### src/rtl/tag_arbiter_if.sv
// tag_arbiter_if: output event stream between the tag arbiter and the tag FIFO/readout.
//   out_valid  event valid (producer)
//   out_ready  consumer ready (consumer)
//   out_ch     channel index of the event (producer)
//   out_ts     timestamp of the event (producer)
// Modports: master = arbiter side, slave = consumer side.
interface tag_arbiter_if #(
  parameter int unsigned N_CH = 4,
  parameter int unsigned TS_W = 32
);
  localparam int unsigned CH_W = (N_CH > 1) ? $clog2(N_CH) : 1;

  logic            out_valid;
  logic            out_ready;
  logic [CH_W-1:0] out_ch;
  logic [TS_W-1:0] out_ts;

  modport master (output out_valid, output out_ch, output out_ts, input out_ready);
  modport slave  (input out_valid, input out_ch, input out_ts, output out_ready);
endinterface

### src/rtl/tag_arbiter.sv
// tag_arbiter: timestamps rising edges on N_CH synchronized event inputs, keeps one pending
// event per channel, counts overruns, and serializes pending events onto a valid/ready stream
// with round-robin arbitration.
//   clk     clock, rising edge
//   rstn    synchronous active-low reset
//   ev_i    synchronized event levels (rising edge = event)
//   en_i    per-channel enable for new edges
//   clr_i   one-cycle pulse clearing pending flags and overflow counters
//   out_if  output stream (out_valid/out_ready/out_ch/out_ts)
//   pend_o  per-channel pending flags
//   ovf_o   per-channel saturating overflow counters, channel k at [k*CNT_W +: CNT_W]
module tag_arbiter #(
  parameter int unsigned N_CH  = 4,
  parameter int unsigned TS_W  = 32,
  parameter int unsigned CNT_W = 8
) (
  input  logic                    clk,
  input  logic                    rstn,
  input  logic [N_CH-1:0]         ev_i,
  input  logic [N_CH-1:0]         en_i,
  input  logic                    clr_i,
  tag_arbiter_if.master           out_if,
  output logic [N_CH-1:0]         pend_o,
  output logic [N_CH*CNT_W-1:0]   ovf_o
);
  localparam int unsigned CH_W = (N_CH > 1) ? $clog2(N_CH) : 1;

  // Output stage states
  localparam logic [0:0] StEmpty = 1'b0;
  localparam logic [0:0] StFull  = 1'b1;

  logic [0:0]       state_q, state_d;
  logic [TS_W-1:0]  ts_q, ts_d;
  logic [N_CH-1:0]  ev_q, ev_d;
  logic [N_CH-1:0]  pend_q, pend_d;
  logic [TS_W-1:0]  cap_ts_q [N_CH];
  logic [TS_W-1:0]  cap_ts_d [N_CH];
  logic [CNT_W-1:0] ovf_q [N_CH];
  logic [CNT_W-1:0] ovf_d [N_CH];
  logic [CH_W-1:0]  ptr_q, ptr_d;
  logic [CH_W-1:0]  out_ch_q, out_ch_d;
  logic [TS_W-1:0]  out_ts_q, out_ts_d;

  logic [N_CH-1:0]  rise;
  logic [N_CH-1:0]  loaded;
  logic [CH_W-1:0]  gnt;
  logic             gnt_found;
  logic             load;

  assign ts_d = ts_q + 1'b1;
  assign ev_d = ev_i;
  assign rise = ev_i & ~ev_q & en_i;

  // A clear cycle never loads, so a cleared event cannot slip onto the output.
  assign load   = (|pend_q) & ((state_q == StEmpty) | out_if.out_ready) & ~clr_i;
  assign loaded = load ? (N_CH'(1) << gnt) : '0;

  // Round-robin: first pending channel after the last grant.
  always_comb begin
    logic [CH_W-1:0] idx;
    gnt       = '0;
    gnt_found = 1'b0;
    idx       = '0;
    for (int unsigned i = 1; i <= N_CH; i++) begin
      idx = CH_W'((32'(ptr_q) + i) % N_CH);
      if (!gnt_found && pend_q[idx]) begin
        gnt_found = 1'b1;
        gnt       = idx;
      end
    end
  end

  // Per-channel capture; a channel loaded this cycle may accept a new edge immediately.
  always_comb begin
    for (int unsigned k = 0; k < N_CH; k++) begin
      pend_d[k]   = pend_q[k];
      cap_ts_d[k] = cap_ts_q[k];
      ovf_d[k]    = ovf_q[k];
      if (clr_i) begin
        pend_d[k] = 1'b0;
        ovf_d[k]  = '0;
      end else if (rise[k] && (!pend_q[k] || loaded[k])) begin
        pend_d[k]   = 1'b1;
        cap_ts_d[k] = ts_q;
      end else if (rise[k]) begin
        if (ovf_q[k] != '1) ovf_d[k] = ovf_q[k] + 1'b1;
      end else if (loaded[k]) begin
        pend_d[k] = 1'b0;
      end
    end
  end

  // Output stage
  always_comb begin
    state_d  = state_q;
    out_ch_d = out_ch_q;
    out_ts_d = out_ts_q;
    ptr_d    = ptr_q;
    if (load) begin
      state_d  = StFull;
      out_ch_d = gnt;
      out_ts_d = cap_ts_q[gnt];
      ptr_d    = gnt;
    end else if ((state_q == StFull) && out_if.out_ready) begin
      state_d = StEmpty;
    end
  end

  always_ff @(posedge clk) begin
    if (!rstn) begin
      state_q  <= StEmpty;
      ts_q     <= '0;
      ev_q     <= '1;  // a level already high at reset release is not an event
      pend_q   <= '0;
      ptr_q    <= CH_W'(N_CH - 1);
      out_ch_q <= '0;
      out_ts_q <= '0;
      for (int unsigned k = 0; k < N_CH; k++) begin
        cap_ts_q[k] <= '0;
        ovf_q[k]    <= '0;
      end
    end else begin
      state_q  <= state_d;
      ts_q     <= ts_d;
      ev_q     <= ev_d;
      pend_q   <= pend_d;
      ptr_q    <= ptr_d;
      out_ch_q <= out_ch_d;
      out_ts_q <= out_ts_d;
      for (int unsigned k = 0; k < N_CH; k++) begin
        cap_ts_q[k] <= cap_ts_d[k];
        ovf_q[k]    <= ovf_d[k];
      end
    end
  end

  assign out_if.out_valid = (state_q == StFull);
  assign out_if.out_ch    = out_ch_q;
  assign out_if.out_ts    = out_ts_q;
  assign pend_o           = pend_q;

  always_comb begin
    ovf_o = '0;
    for (int unsigned k = 0; k < N_CH; k++) ovf_o[k*CNT_W +: CNT_W] = ovf_q[k];
  end
endmodule

### src/flat_wrapper.sv
// flat-port wrapper written by rule: the top's interface ports become plain ports
module tag_arbiter_flat 
#(
  parameter int unsigned N_CH  = 4,
  parameter int unsigned TS_W  = 32,
  parameter int unsigned CNT_W = 8
)
  (clk, rstn, ev_i, en_i, clr_i, pend_o, ovf_o, out_if_out_valid, out_if_out_ch, out_if_out_ts, out_if_out_ready);
  tag_arbiter_if #(.N_CH(N_CH), .TS_W(TS_W)) out_if_i ();
  input  logic clk;
  input  logic rstn;
  input  logic [N_CH-1:0] ev_i;
  input  logic [N_CH-1:0] en_i;
  input  logic clr_i;
  output logic [N_CH-1:0] pend_o;
  output logic [N_CH*CNT_W-1:0] ovf_o;
  output wire logic [$bits(out_if_i.out_valid)-1:0] out_if_out_valid;
  output wire logic [$bits(out_if_i.out_ch)-1:0] out_if_out_ch;
  output wire logic [$bits(out_if_i.out_ts)-1:0] out_if_out_ts;
  input wire logic [$bits(out_if_i.out_ready)-1:0] out_if_out_ready;
  assign out_if_out_valid = out_if_i.out_valid;
  assign out_if_out_ch = out_if_i.out_ch;
  assign out_if_out_ts = out_if_i.out_ts;
  assign out_if_i.out_ready = out_if_out_ready;
  tag_arbiter #(.N_CH(N_CH), .TS_W(TS_W), .CNT_W(CNT_W)) u_core (.clk(clk), .rstn(rstn), .ev_i(ev_i), .en_i(en_i), .clr_i(clr_i), .out_if(out_if_i), .pend_o(pend_o), .ovf_o(ovf_o));
endmodule
### config.mk
export PLATFORM = sky130hd
export DESIGN_NAME = tag_arbiter_flat
export DESIGN_NICKNAME = d
export VERILOG_FILES = /design/src/rtl/tag_arbiter_if.sv /design/src/rtl/tag_arbiter.sv /design/src/flat_wrapper.sv
export SDC_FILE = /design/constraint.sdc
export NUM_CORES = 1
export LEC_CHECK = 0
export CAP_MARGIN = 30
export CORE_MARGIN = 2
export CORE_UTILIZATION = 51
export CTS_CLUSTER_DIAMETER = 150
export DETAILED_ROUTE_END_ITERATION = 10
export HOLD_SLACK_MARGIN = 0.03
export MAX_ROUTING_LAYER = met4
export PLACE_DENSITY = 0.81
export SLEW_MARGIN = 15
export SYNTH_ARGS = -nofsm -noshare
export SYNTH_HDL_FRONTEND = slang
export SYNTH_SLANG_ARGS = --single-unit
### constraint.sdc
create_clock -name clk -period 5.02 [get_ports clk]
set_input_delay 0.753 -clock clk [delete_from_list [all_inputs] [get_ports clk]]
set_output_delay 0.753 -clock clk [all_outputs]
set_load 0.02 [all_outputs]
# Yosys cells after proc, flatten, opt, wreduce, memory -nomap -nowiden
# Memories as Yosys holds them, arrays and structs flattened. A register that Yosys moved wholly into a read port is not among the register bits.
# Index checks and enable logic that the tools add are counted.
# word_totals
register_bits,45
output_inout_bits,71
mem_bits_rw,160
inputBits,12
elab_cells,157
mem_count,2
# memory_table
name,depth,width,rd,rd_clocked_by_memory_dff,write_ports,line_no,source
u_core.cap_ts_q,4,32,1,1,4,tag_arbiter.sv:36,logic [TS_W-1:0] cap_ts_q [N_CH];
u_core.ovf_q,4,8,4,0,4,tag_arbiter.sv:38,logic [CNT_W-1:0] ovf_q [N_CH];
# classes
n_reduce_logical,35
n_eq_ne,16
order_cmp,4
n_shift,1
n_mux,64
addsub,9
bitwise_logic,17
# ops
operator,n
$mux W32,12
$mux W8,20
$add A32 B1 Y32 const B,1
$add A8 B1 Y8 const B,4
$ne A8 B8 Y1 const B,4
$mux W1,23
$ne A2 B2 Y1 const B,8
$lt A2 B3 Y1 const B,4
$reduce_and A3 Y1,4
$reduce_bool A2 Y1,5
$or A1 B1 Y1,9
$and A4 B4 Y4,2
$bmux W1 S2,4
$logic_and A1 B1 Y1,8
$logic_not A1 Y1,8
$mux W2,4
$reduce_and A2 Y1,4
$add A2 B1 Y2 const B,2
$add A2 B2 Y2 const B,2
$logic_or A1 B1 Y1,4
$mux W4,1
$ne A1 B1 Y1 const B,4
$not A4 Y4,1
$reduce_or A4 Y1,1
4 further kinds,7

# Logic depth before layout (Yosys ltp)
# logic_depth
word_depth,20
mapped_depth,9
ltp_nobuf,6

# Worst setup path before layout
# OpenSTA, ideal clock, no wires.
# synth_path
path_type,input -> register
start,in clr_i
end,mem u_core.cap_ts_q[0][0] (enable)
arrival_ns,4.154
setup_slack_ns,0.396
required_ns,4.550
stages,6
setup_ns,0.470
n_path_buf,2
path_cell_list,clkbuf_1 > a211o_1 > buf_2 > nor2_2 > a21oi_2 > o31ai_1
# synth_rtl
item,line_no,source
"start, declared",flat_wrapper.sv:14,input logic clr_i;
"end, declared",tag_arbiter.sv:36,

==> results.yml <==
status:
  status: "finished clean"
floorplanning:
  die_area_um2: 21600
  die_h_um: 147
  start_util_pct: 51.7
  fp.dieW_um: 147
  core_area_um2: 20200
  ios: 83
  rows: 52
logic_synthesis:
  synth-main-ff-cell: "edfxtp_1"
  syn_avg_cell_area_um2: 10.1
  synth_fp_nets: 1053
  seq_area_frac_synth_pct: 57.8
  synthArstFlopShare_pct: 0
  synthCells: 1036
  ys_ff_latch: 237
  synth_area_um2: 10400
  synth-edff-count: 128
  yosysWarnings: 0
  ys_types: 58
sta:
  skew_ns: 0.0169
  min_period_over_period_pct: 69.5
  hold_viol_final: 0
  holdWs_ns: 0.464
  final_max_slew_viol_count: 0
  setup_viol: 0
  rsz0062_at_grt: "no"
  final.min_clock_period_ns: 3.49
  fmax_ghz: 0.287
  fin_setup_tns_ns: 0
  slew_headroom_pct: 35.3
  tightest_slew_ns: 0.969
grt:
  grt_use_total_pct: 22.6
  antenna_found_initial: 0
  grt_max_degree: 68
  grt_pass1_wl_um: 38700
  use_met2_pct: 38.4
  grtUsageMet3_pct: 3.11
  grt_pass1_vias: 7831
  met1_usage_pct: 28.0
  overflow: 0
  grt_busiest_layer: "met2"
setup_path:
  cp-start-kind: "register"
  rr_startpoint: "u_core.pend_o[2]"
  worstRegToRegCells: 6
  cp_data_arrival_time_ns: 3.71
  cp-end-kind: "register"
  r2r_slack_ns: 1.53
  crit_required_ns: 5.24
  worstPathMaxFanout: 33
  reg2reg_to: "u_core.cap_ts_q[3][9]"
  path_class: "register to register"
worst_hold_path:
  hold_class: "register to register"
  min_to: "u_core.out_if.out_ts[11]"
  min_from: "u_core.out_if.out_ts[11]"
  hold_path_depth: 1
detailed_routing:
  ant_nets: 0
  drc: 0
  viasPerCell: 5.84
  wl_per_cell_um: 17.3
  num_vias: 8095
  drt_first_pass_iters: 5
  wirelength_um: 24000
  drt_iter0_markers: 706
clock_network:
  post_cts_resized: 0
  cts-root-buf: "clkbuf_16"
  post_cts.repair.setup_buffers: 0
  clk_path_buf_depth: 3
  cts_num_sinks: 237
  worst_skew_pair.late_latency_ns: 0.53
  cts_hold_buffers: 0
  path_clk_slew_ns: 0.06
  cts-htree-levels: 1
  cts_buffers: 26
  cts_tree: "done"
pwr:
  peakVddDrop_mv: 0.211
  power_density_nw_per_um2: 338
  p_leak_nw: 4.18
  p_total_mw: 4.17
finish:
  final_cells: 1386
  fillers: 1597
  num_antenna_cells: 0
  syn2layout_area_growth_pct: 18.3
  multi_input_area_um2: 4090
  seq_area_um2: 6030
  drive_above_1_share_pct: 7.71
  final_core_util_pct: 61.1
  nets: 1113
run:
  cap_violations: 0
placement:
  post-place-cells: 1336
  place_congestion: 0.845
  portBuffers: 82
  dpl.hpwl_um: 14700
critical path, cell delays in order, from the launching register on:
cell and delay [ns]:
dfxtp_1 0.62, nor2_2 0.16, a311o_2 0.66, a311oi_4 0.78, o21bai_4 0.41, o21ai_2 0.25
buf_4 0.27
layout make-up:
type / instances / area share, %
inverters: 6 / 0.183
flip-flops and latches: 237 / 48.9
multi-input cells: 721 / 33.1
clock inverters: 12 / 0.994
repair buffers: 104 / 8.12
well taps: 270 / 2.74
clock buffers: 36 / 5.99
power by group:
group | internal [mW] | total, mW | leakage (nW) | switching, mW
combinational | 0.0524 | 0.176 | 1.52 | 0.123
clock | 1.13 | 1.89 | 0.429 | 0.759
sequential | 2.08 | 2.10 | 2.24 | 0.0172
synth_stat cells (6+ instances only):
master    count  share of area (%)
o31ai_1      12               0.86
edfxtp_1    128                 37
buf_2        23                1.1
nand4_1      19                1.1
nand3_1      97                4.7
mux2i_1       8               0.77
nor3_1       66                3.2
or4_1         9               0.65
nor2_1       73                2.6
o21ai_0      19               0.91
and2_1       32                1.9
xnor2_1      19                1.6
nand2_1     197                7.1
clkbuf_1     40                1.4
a32o_1       32                3.1
a21oi_1      30                1.4
and3_1       12               0.72
nand2b_1     15               0.90
xor2_1        7               0.59
dfxtp_1     109                 21
nor2b_1       6               0.36
a2111o_1      8               0.86
cells by family after synthesis:
group,after synthesis,share of synthesized area (%)
AND/OR/NAND/NOR,550,25.1
flip-flops,237,57.8
AO/OA/AOI/OAI,132,10.1
buffers and inverters,78,3.52
XOR/XNOR,26,2.18
multiplexers,8,0.768
adder cells (fa/ha/maj),5,0.600
routing by layer:
metal | share of wire [%] | up-vias
li1 | - | 3869
met1 | 42 | 3898
met2 | 50 | 290
met3 | 6.4 | 38
met4 | 2.0 | 0
met5 | 0 | -
stage by stage:
stage | instance area [µm²] | worst slack (ns)
floorplan | 10400 | 0.396
global placement | 11400 | 1.14
detailed placement | 11400 | 1.07
CTS | 12300 | 1.55
global route | 12300 | 1.23
finish | 12300 | 1.53
sequential cells by signal (all words and copies together) (netlist names):
| signal | cells |
|---|---|
| u_core.cap_ts_q | 128 |
| u_core.ev_q | 4 |
| u_core.out_if.out_ch | 2 |
| u_core.out_if.out_ts | 32 |
| u_core.out_if.out_valid | 1 |
| u_core.ovf_q | 32 |
| u_core.pend_o | 4 |
| u_core.ptr_q | 2 |
| u_core.ts_q | 32 |
layout by cell type (no fill, tap or decap), types with 26 or more instances in the layout:
master / synthesis / layout
dfxtp_1: 109 / 109
nand3_1: 97 / 97
nand2_1: 197 / 197
nor2_1: 73 / 73
clkbuf_16: 0 / 26
and2_1: 32 / 32
clkdlybuf4s50_1: 0 / 82
a21oi_1: 30 / 30
nor3_1: 66 / 66
edfxtp_1: 128 / 128
a32o_1: 32 / 32
worst max-delay path by stage:
stage | start | to | slack (ns) | cells after the start
6_report | u_core.pend_o[2] | u_core.cap_ts_q[3][9] | 1.53 | 6
5_1_grt | u_core.pend_o[2] | u_core.cap_ts_q[3][19] | 1.23 | 6
4_1_cts | u_core.pend_o[2] | u_core.cap_ts_q[3][19] | 1.55 | 6
3_5_place_dp | clr_i | u_core.cap_ts_q[2][10] | 1.07 | 6
3_3_place_gp | clr_i | u_core.cap_ts_q[3][14] | 1.14 | 6
2_1_floorplan | clr_i | u_core.cap_ts_q[0][0] | 0.40 | 6
Note: power is estimated with default switching activity, not from simulation.
